### src/rtl/cpu_pkg.sv
// Shared decode constants, FSM state and transfer-kind types for the ID-stage
// control-transfer logic (MIPS-style branch/jump encodings).
package cpu_pkg;

    localparam logic [5:0] OP_SPECIAL = 6'h00;
    localparam logic [5:0] OP_REGIMM  = 6'h01;
    localparam logic [5:0] OP_J       = 6'h02;
    localparam logic [5:0] OP_JAL     = 6'h03;
    localparam logic [5:0] OP_BEQ     = 6'h04;
    localparam logic [5:0] OP_BNE     = 6'h05;
    localparam logic [5:0] OP_BLEZ    = 6'h06;
    localparam logic [5:0] OP_BGTZ    = 6'h07;

    localparam logic [5:0] FN_JR      = 6'h08;
    localparam logic [5:0] FN_JALR    = 6'h09;

    localparam logic [4:0] RT_BLTZ    = 5'h00;
    localparam logic [4:0] RT_BGEZ    = 5'h01;
    localparam logic [4:0] RT_BLTZAL  = 5'h10;
    localparam logic [4:0] RT_BGEZAL  = 5'h11;

    typedef enum logic [1:0] {IDLE, WAIT_OPND, REDIRECT, SLOT} state_t;

    // XK_JUMP = J/JAL (no operands needed), XK_JREG = JR/JALR (target from rs)
    typedef enum logic [1:0] {XK_NONE, XK_BRANCH, XK_JUMP, XK_JREG} xfer_kind_t;

    function automatic xfer_kind_t decode_kind(input logic [31:0] inst);
        xfer_kind_t k;
        k = XK_NONE;
        case (inst[31:26])
            OP_BEQ, OP_BNE, OP_BLEZ, OP_BGTZ: k = XK_BRANCH;
            OP_REGIMM: begin
                if (inst[20:16] == RT_BLTZ || inst[20:16] == RT_BGEZ ||
                    inst[20:16] == RT_BLTZAL || inst[20:16] == RT_BGEZAL)
                    k = XK_BRANCH;
            end
            OP_J, OP_JAL: k = XK_JUMP;
            OP_SPECIAL: begin
                if (inst[5:0] == FN_JR || inst[5:0] == FN_JALR)
                    k = XK_JREG;
            end
            default: k = XK_NONE;
        endcase
        return k;
    endfunction

    function automatic logic is_link(input logic [31:0] inst);
        return (inst[31:26] == OP_JAL) ||
               (inst[31:26] == OP_SPECIAL && inst[5:0] == FN_JALR) ||
               (inst[31:26] == OP_REGIMM &&
                (inst[20:16] == RT_BLTZAL || inst[20:16] == RT_BGEZAL));
    endfunction

endpackage

### src/rtl/jump_target_calc.sv
// Combinational target address for the transfer in ID, plus a flag for a
// target that is not word aligned (only possible for JR/JALR).
module jump_target_calc
    import cpu_pkg::*;
(
    input  logic [31:0] id_pc,
    input  logic [31:0] id_inst,
    input  logic [31:0] rs_value,
    output logic [31:0] target,
    output logic        misalign
);

    logic [31:0] pc_plus4;
    logic [31:0] br_target;
    logic [31:0] j_target;

    assign pc_plus4  = id_pc + 32'd4;
    assign br_target = pc_plus4 + {{14{id_inst[15]}}, id_inst[15:0], 2'b00};
    assign j_target  = {pc_plus4[31:28], id_inst[25:0], 2'b00};

    always_comb begin
        target = br_target;
        case (decode_kind(id_inst))
            XK_JUMP: target = j_target;
            XK_JREG: target = rs_value;
            default: target = br_target;
        endcase
    end

    assign misalign = |target[1:0];

endmodule

### src/rtl/jump_redirect.sv
// ID-stage branch/jump resolver driving the fetch redirect (is_j/j_pc) and
// delay-slot token (token/j_inst). Build with JUMP_REDIRECT_STAT_EN for counters.
module jump_redirect
    import cpu_pkg::*;
#(
    parameter logic [31:0] RESET_PC      = 32'h0000_0000,
    parameter bit          DS_EN_DEFAULT = 1'b1
) (
    input  logic        clk,
    input  logic        resetn,
    input  logic        stop,
    input  logic        id_valid,
    input  logic [31:0] id_inst,
    input  logic [31:0] id_pc,
    input  logic [31:0] rs_value,
    input  logic [31:0] rt_value,
    input  logic        opnd_ready,
    output logic        id_ready,
    output logic        is_j,
    output logic [31:0] j_pc,
    output logic        token,
    output logic [31:0] j_inst,
    output logic        link_we,
    output logic [31:0] link_addr,
    output logic        j_misalign,
`ifdef JUMP_REDIRECT_STAT_EN
    output logic [31:0] stat_taken,
    output logic [31:0] stat_nottaken,
    output logic [31:0] stat_opnd_wait,
`endif
    output state_t      dbg_state
);

    // Handshake: an instruction in ID is consumed on a clock edge where
    // id_valid & id_ready & ~stop; id_ready drops only while a branch/JR
    // waits for forwarded operands, so ID holds the instruction until then.

    state_t      state_q;
    logic        is_j_q, token_q, link_we_q, misalign_q;
    logic [31:0] j_pc_q, j_inst_q, link_addr_q, slot_pc_q;

    xfer_kind_t  kind;
    logic        in_dec, opnd_ok, resolve, wait_req, taken, link;
    logic [31:0] target;
    logic        tgt_misalign;

    jump_target_calc u_target (
        .id_pc    (id_pc),
        .id_inst  (id_inst),
        .rs_value (rs_value),
        .target   (target),
        .misalign (tgt_misalign)
    );

    assign kind     = decode_kind(id_inst);
    assign link     = is_link(id_inst);
    assign in_dec   = (state_q == IDLE || state_q == WAIT_OPND) && id_valid && (kind != XK_NONE);
    assign opnd_ok  = (kind == XK_JUMP) || opnd_ready;
    assign resolve  = in_dec && opnd_ok;
    assign wait_req = in_dec && !opnd_ok;
    assign id_ready = !wait_req;

    always_comb begin
        taken = 1'b1;
        case (id_inst[31:26])
            OP_BEQ:    taken = (rs_value == rt_value);
            OP_BNE:    taken = (rs_value != rt_value);
            OP_BLEZ:   taken = ($signed(rs_value) <= 32'sd0);
            OP_BGTZ:   taken = ($signed(rs_value) >  32'sd0);
            OP_REGIMM: taken = id_inst[16] ? !rs_value[31] : rs_value[31];
            default:   taken = 1'b1;
        endcase
    end

    always_ff @(posedge clk) begin
        if (!resetn) begin
            state_q     <= IDLE;
            is_j_q      <= 1'b0;
            token_q     <= 1'b0;
            link_we_q   <= 1'b0;
            misalign_q  <= 1'b0;
            j_pc_q      <= RESET_PC;
            j_inst_q    <= '0;
            link_addr_q <= '0;
            slot_pc_q   <= '0;
        end else if (!stop) begin
            is_j_q     <= 1'b0;
            token_q    <= 1'b0;
            link_we_q  <= 1'b0;
            misalign_q <= 1'b0;
            j_pc_q     <= RESET_PC;
            case (state_q)
                IDLE, WAIT_OPND: begin
                    if (resolve) begin
                        link_we_q   <= link;
                        link_addr_q <= id_pc + 32'd8;
                        if (taken) begin
                            is_j_q     <= 1'b1;
                            j_pc_q     <= target;
                            misalign_q <= tgt_misalign;
                            slot_pc_q  <= id_pc + 32'd4;
                            state_q    <= REDIRECT;
                        end else begin
                            state_q <= IDLE;
                        end
                    end else if (wait_req) begin
                        state_q <= WAIT_OPND;
                    end else begin
                        state_q <= IDLE;
                    end
                end
                REDIRECT: state_q <= DS_EN_DEFAULT ? SLOT : IDLE;
                SLOT: begin
                    // Slot instruction is captured as-is, never decoded as a transfer
                    if (id_valid && id_pc == slot_pc_q) begin
                        j_inst_q <= id_inst;
                        token_q  <= 1'b1;
                        state_q  <= IDLE;
                    end
                end
                default: state_q <= IDLE;
            endcase
        end
    end

    assign is_j       = is_j_q;
    assign j_pc       = j_pc_q;
    assign token      = token_q;
    assign j_inst     = j_inst_q;
    assign link_we    = link_we_q;
    assign link_addr  = link_addr_q;
    assign j_misalign = misalign_q;
    assign dbg_state  = state_q;

`ifdef JUMP_REDIRECT_STAT_EN
    logic [31:0] stat_taken_q, stat_nottaken_q, stat_wait_q;

    always_ff @(posedge clk) begin
        if (!resetn) begin
            stat_taken_q    <= '0;
            stat_nottaken_q <= '0;
            stat_wait_q     <= '0;
        end else if (!stop) begin
            if (resolve && taken)       stat_taken_q    <= stat_taken_q + 32'd1;
            if (resolve && !taken)      stat_nottaken_q <= stat_nottaken_q + 32'd1;
            if (state_q == WAIT_OPND)   stat_wait_q     <= stat_wait_q + 32'd1;
        end
    end

    assign stat_taken     = stat_taken_q;
    assign stat_nottaken  = stat_nottaken_q;
    assign stat_opnd_wait = stat_wait_q;
`endif

endmodule

### config.mk
export PLATFORM = sky130hd
export DESIGN_NAME = jump_redirect
export DESIGN_NICKNAME = d
export VERILOG_FILES = /design/src/rtl/cpu_pkg.sv /design/src/rtl/jump_target_calc.sv /design/src/rtl/jump_redirect.sv
export SDC_FILE = /design/constraint.sdc
export NUM_CORES = 1
export LEC_CHECK = 0
export CAP_MARGIN = 20
export CORE_MARGIN = 2
export CORE_UTILIZATION = 33
export DETAILED_ROUTE_END_ITERATION = 7
export HOLD_SLACK_MARGIN = 0.02
export PLACE_DENSITY_LB_ADDON = 0.3
export SLEW_MARGIN = 10
export SYNTH_ARGS = -nofsm -noshare
export SYNTH_HDL_FRONTEND = slang
export SYNTH_SLANG_ARGS = --single-unit
export TNS_END_PERCENT = 10
### constraint.sdc
create_clock -name clk -period 6.6 [get_ports clk]
set_input_delay 0.99 -clock clk [delete_from_list [all_inputs] [get_ports clk]]
set_output_delay 0.99 -clock clk [all_outputs]
set_load 0.005 [all_outputs]
# ---- Word-level counts from Yosys, hierarchy flattened
# Cells that the tools add are included.
dict set report classes {
  addsub 3
  n_lt_le_gt_ge 2
  n_eq_ne 21
  n_mux 24
  bitwise_logic 1
  n_reduce_logical 31
}
# cell n
set ops {}
lappend ops {{32-bit two-way mux} 3}
lappend ops {{32-bit == test} 2}
lappend ops {{32-bit case mux with 2 select lines} 1}
lappend ops {{32-bit by 3-bit adder with 32-bit output, second input constant} 1}
lappend ops {{32-bit adder} 1}
lappend ops {{32-bit by 4-bit adder with 32-bit output, second input constant} 1}
lappend ops {{32-bit by 1-bit greater-than comparator with 1-bit output, second input constant} 1}
lappend ops {{32-bit by 1-bit less-or-equal comparator with 1-bit output, second input constant} 1}
lappend ops {{32-bit inequality test} 1}
lappend ops {{6-bit by 3-bit == test with 1-bit output, second input constant} 4}
lappend ops {{1-bit two-way mux} 13}
lappend ops {{6-bit by 2-bit == test with 1-bit output, second input constant} 2}
lappend ops {{6-bit by 4-bit == test with 1-bit output, second input constant} 2}
lappend ops {{5-bit == test, second input constant} 2}
lappend ops {{1-bit logical OR} 9}
lappend ops {{2-bit == test, second input constant} 4}
lappend ops {{2-bit two-way mux} 4}
lappend ops {{2-bit case mux with 4 select lines} 1}
lappend ops {{1-bit logical AND} 7}
lappend ops {{6-bit by 1-bit == test with 1-bit output, second input constant} 1}
lappend ops {{6-bit logical NOT} 1}
lappend ops {{2-bit case mux with 3 select lines} 1}
lappend ops {{3-bit AND reduction} 2}
lappend ops {{2-bit OR reduction} 3}
lappend ops {{other kinds (12)} 14}
dict set report totals {
  ff_bits 134
  in_bits 133
  wordCells 91
}

# ---- Depth between registers and ports, before layout
# Gate-level depths: netlist of the first run.
dict set report depth {
  ltp_word 13
  mapped_depth 19
}

# ---- Modules after synthesis
# Synthesis of the first run repeated with hierarchy kept, for this count alone.
dict set report unflattened {
  cells_unflattened 1110
  hier_area_um2 9330.2
}
# module instances cells_each area_per_inst_um2 seq_area_each_um2
set by_module_without_submodules {}
lappend by_module_without_submodules {jump_redirect 1 723 6612.6 2682.6}
lappend by_module_without_submodules {jump_target_calc 1 387 2717.6 0.0}

# ---- Worst setup path before layout of the first run
# No wires, ideal clock.
dict set report synth_path {
  kind {input-to-reg}
  start {in id_pc[7]}
  end {reg j_pc_q[27], in the netlist j_pc[27]}
  setup_time_ns 0.070
  t_arrival_ns 4.314
  required_ns 6.530
  setup_slack_ns 2.215
  stages 18
  path_buffers 2
  path_cell_list {clkbuf_1 and4_1 and3_1 and4_1 nand3_1 nor3_1 nand2_1 xnor2_1 ha_1 clkbuf_1 and3_1 nand2_1 o21ai_0 o211ai_1 o211a_1 xor2_1 a211o_1 a21oi_1}
}
dict set report synth_between {
  elab_chain_len 6
}
# item line_no
set synth_lines {}
lappend synth_lines {{start: declaration} jump_redirect.sv:14} ;# input logic [31:0] id_pc,
lappend synth_lines {{32-bit by 3-bit adder with 32-bit output} jump_target_calc.sv:17} ;# assign pc_plus4 = id_pc + 32'd4;
lappend synth_lines {{via u_target.pc_plus4[21]} jump_target_calc.sv:13} ;# logic [31:0] pc_plus4;
lappend synth_lines {{32-bit adder} jump_target_calc.sv:18} ;# assign br_target = pc_plus4 + {{14{id_inst[15]}}, id_inst[15:0], 2'b00};
lappend synth_lines {{32-bit case mux with 2 select lines} jump_target_calc.sv:23} ;# case (decode_kind(id_inst))
lappend synth_lines {{32-bit two-way mux} jump_redirect.sv:97} ;# if (taken) begin
lappend synth_lines {{32-bit two-way mux} jump_redirect.sv:94} ;# if (resolve) begin
lappend synth_lines {{32-bit two-way mux} jump_redirect.sv:92} ;# case (state_q)
lappend synth_lines {{end signal: assignment} jump_redirect.sv:99} ;# j_pc_q <= target;
lappend synth_lines {{end: declaration} jump_redirect.sv:40} ;# logic [31:0] j_pc_q, j_inst_q, link_addr_q, slot_pc_q;
# The timed path passes the listed nets, and every way through them passes these cells.
# A chain may end at the register's enable or synchronous reset.

# ---- Worst setup path in the final report of the first run
dict set report layout_path {
  start {in id_pc[3]}
  end {reg j_pc_q[29], in the netlist j_pc[29]}
}
# The elaborated chain is that of the path after synthesis.

==> results of run 1 <==
[final timing paths]
check	end	slack [ns]	depth (start not counted)
worst max-delay path	j_pc[29]	1.68	17
worst min-delay path	j_pc[10]	0.46	2
worst max register to register	j_pc[28]	3.63	7
worst min register to register	j_pc[10]	0.46	2
[cells in the final DEF (no fill, tap or decap), types with 18 or more instances in the layout]
| cell | count |
|---|---|
| clkdlybuf4s50_1 | 235 |
| nor3_1 | 21 |
| ha_1 | 36 |
| o22ai_1 | 24 |
| mux2i_1 | 63 |
| nor2_1 | 150 |
| nand2_1 | 95 |
| a21oi_1 | 56 |
| a211oi_1 | 29 |
| a21o_1 | 18 |
| xnor2_1 | 57 |
| xor2_1 | 85 |
| o21ai_0 | 35 |
| nor4_1 | 24 |
| nand4_1 | 19 |
| nand3_1 | 28 |
| dfxtp_1 | 134 |
[worst reg2reg max path, delay by kind of cell (launching register included)]
kind,cells,cell delay [ns]
AO/OA/AOI/OAI,2,1.11
flip-flops,1,0.38
AND/OR/NAND/NOR,5,1.39
[layout make-up]
type / count / area, um^2 / area share (%)
Clock buffer: 18 / 429 / 3.61
Clock inverter: 13 / 198 / 1.66
Inverter: 12 / 46.3 / 0.389
Multi-Input combinational cell: 864 / 5680 / 47.8
Sequential cell: 134 / 2680 / 22.6
Tap cell: 335 / 419 / 3.53
Timing Repair Buffer: 244 / 2430 / 20.5
[through the flow]
stage,cell area [um^2],worst slack (ns),std cells,utilization [%]
2_1_floorplan,8720,2.22,1091,-
3_3_place_gp,11200,1.40,1588,43.3
3_5_place_dp,11200,1.30,1588,43.3
4_1_cts,11900,1.74,1619,45.7
5_1_grt,11900,1.41,1620,45.8
6_report,11900,1.68,1620,45.8
[cell families (layout without fill, tap and decap cells)]
kind of cell	count (synthesis)	after routing
mux	63	63
compound gates	232	232
fa+ha+maj	37	37
simple gates	390	390
xor+xnor	142	142
buf+inv	93	287
flops	134	134
[per-layer routing]
metal | share of wire (%) | GRT usage (%) | vias up
met5 | 0 | 0 | -
met4 | 3.1 | 8.32 | 0
met3 | 4.7 | 3.21 | 52
met2 | 49 | 38.2 | 260
met1 | 43 | 28.2 | 4124
li1 | - | - | 4253
[flip-flops by register name (all words and copies together), names as in the netlist]
name / cells
j_pc: 32
j_misalign: 1
is_j: 1
token: 1
slot_pc_q: 32
link_addr: 32
link_we: 1
dbg_state: 2
j_inst: 32
[power by group through the flow]
stage               clock (W)  sequential (W)  combinational [W]
floorplan                   0        0.000833           0.000259
global placement            0        0.000833           0.000446
detailed placement          0        0.000833           0.000448
CTS                   0.00105        0.000815           0.000451
global route          0.00108        0.000816           0.000491
finish                0.00104        0.000815           0.000451
==> impl_metrics.ini, run 1 <==
[power]
p_per_area_nw_per_um2 = 194
intPower_w = 0.00165
ir_drop_mv = 0.189
netSwitchingPower_w = 0.000654
leakage_nw = 4.53
p_comb_share_pct = 19.6
pwr-share-seq_pct = 35.4
finalPower_w = 0.00231
clkPwrFrac_pct = 45.1
switching_share_pct = 28.3

[setup_path]
worstPathRequired_ns = 6.95
cp_max_fo = 5
timing.rr.start = dbg_state[1]
critPathBufInv = 1
crit_path_max_incr_delay_ns = 0.69
worstPathArrival_ns = 5.26
cp_top_family = simple AND/OR/NAND/NOR gates
crit_start = id_pc[3]
path_class = input pin to register
crit_path_top_delay_cell = nor4_1
crit_path_start_kind = input pin
cp_cell_sequence = clkdlybuf4s50_1 -> ha_1 -> and3_1 -> nand2_1 -> nor4_1 -> nand2_1 -> xnor2_1 -> ha_1 -> and3_1 -> a221oi_1 -> o21ai_0 -> a21oi_1 -> a21oi_1 -> o21ai_0 -> xnor2_1 -> nor2_1 -> o31ai_1
end_kind = register

[detailed_routing]
first_pass_iters = 6
viasPerCell = 5.36
wl_mm = 31.4
wl_per_cell_um = 19.4
num_vias = 8689
ant_nets = 0
drtIter0Drc = 552
drc_errors = 0

[finish]
area_growth_syn_to_layout_pct = 36.4
num-fill-cells = 2550
drive_gt1_share_pct = 3.58
final_nets = 1443
antenna_cells = 0

[synthesis]
yosys.area_share.simple_pct = 20.7
avgSynthCellArea_um2 = 7.99
yosys.area_share.adder_pct = 5.40
synthMuxAreaShare_pct = 7.24
synthCells = 1091
synth_edf_count = 0
yosys-top-cells-count = 150 x nor2_1, 134 x dfxtp_1, 96 x nand2_1, 85 x xor2_1, 70 x clkbuf_1
syn_area_um2 = 8720
synth.ff_latch_count = 134
asyncSetResetFlopFracSynth_pct = 0
synth-compound-area-share_pct = 17.5
synth-xor-area-share_pct = 14.3
ys.flop_type = dfxtp_1
synth_top_family_by_area = simple AND/OR/NAND/NOR gates
synth_warnings = 0
yosys.area.top_type = dfxtp_1
yosysMostFrequentCell = nor2_1
ys_top_cells_by_area = dfxtp_1 31%, xor2_1 8.5%, mux2i_1 7.2%
ys_types = 58
syn_nets = 1261
synth_top_area_share_pct = 30.8
yosysSeqAreaShare_pct = 30.8

[sta]
worstMarginPinSlew_ns = 1.00
finalHoldViolCount = 0
min_period_over_period_pct = 74.5
finalClockSkew_ns = 0.0132
setup-tns-final_ns = 0
rsz0062_at_grt = no
setup_violations = 0
whs_ns = 0.457
fmax_mhz = 203
relSlewSlack_pct = 32.6
min_period_ns = 4.92
slew_violations = 0

[cts]
clkTransAtPathRegs_ns = 0.06
post_cts_buffers = 0
numCtsBuffers = 17
cts_tree = done
worst_skew_pair.late_latency_ns = 0.44
cts.repair.resized = 0
cts.sinks = 134
cts_root_buffer = clkbuf_16
cts-htree-levels = 4
ctsHoldBuffers = 0
clock_path_buffers = 2

[die]
start_util_pct = 33.5
core-area_um2 = 26000
rows = 59
io_pins = 236
dieArea_um2 = 27700
die_h_um = 167
die_w_um = 167

[global_routing]
grt_overflow = 0
grt_usage_pct = 22.2
grt_pass1_wl_mm = 48.5
grt_max_degree = 62
grt_pass1_vias = 8307
antenna_found_initial = 0

[min_path]
worstHoldStart = j_pc[10]
hp-class = register to register

[run_status]
status = complete, no violations

[placement]
dp_hpwl_mm = 23.9
port-buffer-count = 235
gp_congestion = 0.893

[job]
maxCapViolCount = 0
(Power assumes the default switching activity.)
==> inputs of run 2 (changes only) <==
==> constraint.sdc (replaced) <==
create_clock -name clk -period 4.05 [get_ports clk]
set_input_delay 0.6075 -clock clk [delete_from_list [all_inputs] [get_ports clk]]
set_output_delay 0.6075 -clock clk [all_outputs]
set_load 0.005 [all_outputs]
==> run 2 against run 1 <==
Effect of this change:
- total power increased by 65%
- non-clock buffer count rose by 166
- worst setup slack worse by 1.5 ns
- clock power up 50%
- critical path type unchanged
- critical endpoint is now j_pc[16]
- die area is the same
- via count grew 7.3%
- sequential share of layout area fell by 2.3 points
- largest cell class unchanged
- first-iteration DRC count up 13%
- largest power group unchanged
==> impl_metrics.ini, run 2 (synthesis gave the netlist of run 1 again) <==
[run_status]
status = complete, no violations

[global_routing]
antenna_found_initial = 0
grt_usage_pct = 23.5
grt_pass1_vias = 9233
grt_pass1_wl_mm = 51.6
grt_overflow = 0
grt_max_degree = 87

[die]
die_h_um = 167
core-area_um2 = 26000
dieArea_um2 = 27700
io_pins = 236
die_w_um = 167
start_util_pct = 33.5
rows = 59

[sta]
relSlewSlack_pct = 40.5
min_period_ns = 3.86
worstMarginPinSlew_ns = 0.886
whs_ns = 0.459
setup_violations = 0
finalHoldViolCount = 0
slew_violations = 0
fmax_mhz = 259
min_period_over_period_pct = 95.3
finalClockSkew_ns = 0.0108

[placement]
gp_congestion = 0.863
placed_cells = 1748
dp_hpwl_mm = 26.0
port-buffer-count = 235

[cts]
numCtsBuffers = 17
worst_skew_pair.late_latency_ns = 0.44
cts.sinks = 134
cts_root_buffer = clkbuf_16
cts-htree-levels = 4
cts_tree = done
ctsHoldBuffers = 0
clock_path_buffers = 2
clkTransAtPathRegs_ns = 0.07

[setup_path]
end_kind = register
crit_path_start_kind = input pin
cp_cell_sequence = clkdlybuf4s50_1 -> ha_4 -> and3_1 -> and3_1 -> nand2_1 -> xnor2_1 -> ha_1 -> a21o_1 -> or3_1 -> o21ai_1 -> buf_4 -> nand2_1 -> a221o_1 -> a21oi_1 -> xor2_1 -> a211o_1 -> a21oi_1
path_class = input pin to register
cp_top_family = compound AO/OA/AOI/OAI gates
crit_path_max_incr_delay_ns = 0.54
worstPathRequired_ns = 4.41
cp_max_fo = 3
critPathBufInv = 2
crit_path_top_delay_cell = clkdlybuf4s50_1
rrSetupSlack_ns = 1.55
worstPathArrival_ns = 4.22

[finish]
finish.utilization_pct = 50.9
drive_gt1_share_pct = 16.3
most-common-layout-cells = 234 x clkdlybuf4s50_1, 172 x buf_4, 147 x nor2_1
final_common_cell = clkdlybuf4s50_1
final_nets = 1609
num-fill-cells = 2510
final_cells = 1787
antenna_cells = 0
area_growth_syn_to_layout_pct = 51.9

[power]
finalPower_w = 0.00380
netSwitchingPower_w = 0.00114
p_per_area_nw_per_um2 = 287
leakage_nw = 5.37
clkPwrFrac_pct = 41.0
intPower_w = 0.00267
p_comb_share_pct = 24.0
switching_share_pct = 29.9
pwr-share-seq_pct = 34.9
ir_drop_mv = 0.301

[detailed_routing]
wl_mm = 33.3
first_pass_iters = 5
viasPerCell = 5.22
drtIter0Drc = 625
ant_nets = 0
num_vias = 9321
wl_per_cell_um = 18.6
drc_errors = 0

[min_path]
hp-class = register to register

[job]
maxCapViolCount = 0
## run 2: worst paths after layout
kind	end	start	depth (start not counted)
worst max-delay path	j_pc[16]	id_pc[4]	17
worst min-delay path	j_pc[0]	j_pc[0]	2
worst max register to register	j_inst[23]	slot_pc_q[0]	10
worst min register to register	j_pc[0]	j_pc[0]	2
## run 2: timing repair
action,in CTS,in global routing
setup buffers,0,7
resized for setup,1,31
endpoints found under the setup margin,1,13
pin swaps,0,11
cloned,0,0
endpoints found under the hold margin,0,0
## run 2: routing by layer
| metal | global-route usage, % | routed length [um] | vias up |
|---|---|---|---|
| met5 | 0 | 0 | - |
| met4 | 7.16 | 763 | 0 |
| met3 | 4.25 | 1520 | 47 |
| met2 | 41.2 | 16600 | 258 |
| met1 | 29.2 | 14400 | 4456 |
| li1 | - | - | 4560 |
## run 2: per-stage QoR
step | worst slack [ns] | cell area, um^2 | TNS (ns)
2_1_floorplan | 0.0476 | 8720 | 0
3_3_place_gp | -0.373 | 12500 | -4.01
3_5_place_dp | -0.480 | 12500 | -4.56
4_1_cts | 0.00193 | 13100 | 0
5_1_grt | -0.000336 | 13200 | -0.000336
6_report | 0.191 | 13200 | 0
## run 2: worst min-delay path, cell delays in order (launching register included)
cell     delay [ns]
dfxtp_1        0.31
nand2_1        0.05
a21oi_1        0.05
## run 2: area by class of cell
class	count	area [um^2]	share of cell area (%)
multi-input combinational	864	5800	43.8
inverter	12	46.3	0.350
clock inverter	13	138	1.04
tap	335	419	3.17
sequential	134	2680	20.3
clock buffer	19	443	3.35
timing repair buffer	410	3710	28.0
## run 2: power groups by stage
stage,clock network [W],registers (W),logic (W)
after floorplan,0,0.00136,0.000422
after global placement,0,0.00136,0.000881
after detailed placement,0,0.00136,0.000884
after CTS,0.00158,0.00133,0.000891
after global routing,0.00164,0.00133,0.000991
final,0.00156,0.00133,0.000913
==> inputs of run 3 (changes only) <==
--- a/config.mk
+++ b/config.mk
@@ -8,7 +8,9 @@
 export CAP_MARGIN = 20
 export CORE_MARGIN = 2
 export CORE_UTILIZATION = 33
+export CTS_CLUSTER_DIAMETER = 150
 export DETAILED_ROUTE_END_ITERATION = 7
+export GPL_TIMING_DRIVEN = 0
 export HOLD_SLACK_MARGIN = 0.02
 export PLACE_DENSITY_LB_ADDON = 0.3
 export SLEW_MARGIN = 10
==> run 3 against run 2 <==
Effect of this change:
- clock power down 6%
- flip-flop and latch count unchanged
- via count down 2.7%
- sequential share of layout area up 1.9 points
- wire length up 1.3%
==> impl_metrics.ini, run 3 (synthesis gave the netlist of run 1 again) <==
[die]
die_h_um = 167
core-area_um2 = 26000
start_util_pct = 33.5
rows = 59
dieArea_um2 = 27700
io_pins = 236
die_w_um = 167

[power]
p_per_area_nw_per_um2 = 295
leakage_nw = 4.61
ir_drop_mv = 0.291

[finish]
most-common-layout-cells = 209 x clkdlybuf4s50_1, 144 x nor2_1, 134 x dfxtp_1
final_cell_area_um2 = 12100
multi_input_area_um2 = 5920
regArea_um2 = 2680
num-fill-cells = 2549
final_common_cell = clkdlybuf4s50_1
drive_gt1_share_pct = 7.78
finish.utilization_pct = 46.6
area_growth_syn_to_layout_pct = 38.8
final_nets = 1494

[detailed_routing]
ant_nets = 0
first_pass_iters = 5
wl_met3_mm = 2.05
viasPerCell = 5.42
wl_mm = 33.7
num_vias = 9065
drtIter0Drc = 621
dr.max_layer_used = met4
wl_per_cell_um = 20.2
wl_met1_mm = 14.2
wl_met2_mm = 16.2
drc_errors = 0

[cts]
cts_tree = done
numCtsBuffers = 17
cts-htree-levels = 4
cts_root_buffer = clkbuf_16
worst_skew_pair.late_latency_ns = 0.43
clkTransAtPathRegs_ns = 0.06
clock_path_buffers = 2
cts.sinks = 134

[sta]
worst_slack_ns = 0.157
relSlewSlack_pct = 35.1
worstMarginPinSlew_ns = 0.973
setup_violations = 0
fmax_mhz = 257
rsz0062_at_grt = yes
min_period_over_period_pct = 96.1
setup-tns-final_ns = 0
finalHoldViolCount = 0
min_period_ns = 3.89
finalClockSkew_ns = 0.00940
slew_violations = 0

[placement]
port-buffer-count = 213
gp_congestion = 0.866
dp_hpwl_mm = 26.4
pre_cts_ws_ns = -1.14
placed_area_um2 = 11300

[setup_path]
worstPathArrival_ns = 4.25
path_class = input pin to register
worstPathRequired_ns = 4.40
crit_path_max_incr_delay_ns = 0.54
timing.rr.start = dbg_state[1]
end_kind = register
cp_cell_sequence = clkdlybuf4s50_1 -> clkbuf_4 -> buf_6 -> nand2_1 -> xnor2_2 -> ha_1 -> a21o_1 -> or3_1 -> o21ai_2 -> nand2_1 -> a221o_1 -> a21oi_1 -> xor2_1 -> a211o_1 -> a21oi_1
crit_path_top_delay_cell = clkdlybuf4s50_1
crit_path_start_kind = input pin
cp_max_fo = 10
rrSetupSlack_ns = 1.12
r2r_cells = 8
rr_endpoint = j_pc[31]

[global_routing]
antenna_found_initial = 0
grt_pass1_wl_mm = 50.8
grt_max_degree = 18
grt_pass1_vias = 8723
grt_overflow = 0
grt_usage_pct = 23.6

[min_path]
hp-class = register to register
whs_path_depth = 2
worstHoldStart = j_pc[0]
hold_path_end = j_pc[0]

[run_status]
status = complete, no violations

[job]
maxCapViolCount = 0
==> run 3: cell count changes in the layout (fill, tap and decap cells not counted), moves of 4 or more <==
cell	change
buf_2	+7
inv_6	-5
xor2_1	-4
clkbuf_1	+56
clkbuf_2	+8
buf_4	-165
ha_2	+6
ha_1	-6
xor2_2	+4
clkdlybuf4s50_1	-25
buf_1	+4
clkinvlp_4	+5
==> run 3: worst max-delay path, delay by kind of cell <==
| kind | cells | cell delay (ns) |
|---|---|---|
| fa+ha+maj | 1 | 0.37 |
| buf+inv | 3 | 0.95 |
| compound gates | 6 | 1.36 |
| xor+xnor | 2 | 0.38 |
| simple gates | 3 | 0.55 |
==> run 3: worst max-delay path by stage <==
stage	from	endpoint	slack, ns	cells after the start
4_1_cts	id_pc[2]	j_pc[27]	-0.001	18
5_1_grt	id_pc[2]	j_pc[30]	-0.03	17
3_5_place_dp	id_pc[3]	j_pc[29]	-1.14	17
6_report	id_pc[2]	j_pc[16]	0.16	15
3_3_place_gp	id_pc[2]	j_pc[24]	-1.13	16
2_1_floorplan	id_pc[7]	j_pc[27]	0.05	18
==> run 3: layout make-up <==
type	count	share of cell area (%)
sequential	134	22.2
inverter	12	0.372
timing repair buffer	220	17.9
multi-input combinational	864	48.9
tap	335	3.46
clock buffer	21	3.97
antenna	1	0.0207
clock inverter	10	0.610
buffer	75	2.56
==> run 3: layer usage <==
metal	vias to the layer above	global-route usage (%)
li1	4331	-
met1	4324	29.6
met2	328	39.5
met3	82	4.37
met4	0	10.5
met5	-	0
==> run 3: report_power, final <==
group	total, W	switching [W]	internal, W
Sequential	0.00133	0.00000409	0.00132
Combinational	0.000769	0.000437	0.000332
Clock	0.00147	0.000626	0.000845
Total	0.00357	0.00107	0.00250
==> run 3: stage by stage <==
stage	hold WS, ns	total power (W)	instances
4_1_cts	0.454	0.00356	1673
6_report	0.453	0.00357	1672
2_1_floorplan	0.449	0.00178	1091
5_1_grt	0.467	0.00370	1671
3_3_place_gp	0.439	0.00209	1639
3_5_place_dp	0.441	0.00209	1640
==> run 3: repair_timing <==
| item | in CTS | in global routing |
|---|---|---|
| setup buffers | 4 | 2 |
| setup endpoints to repair | 19 | 14 |
| gates resized for setup | 30 | 49 |
| pin swaps | 4 | 7 |
| hold endpoints to repair | 0 | 0 |
| hold buffers | 0 | 0 |
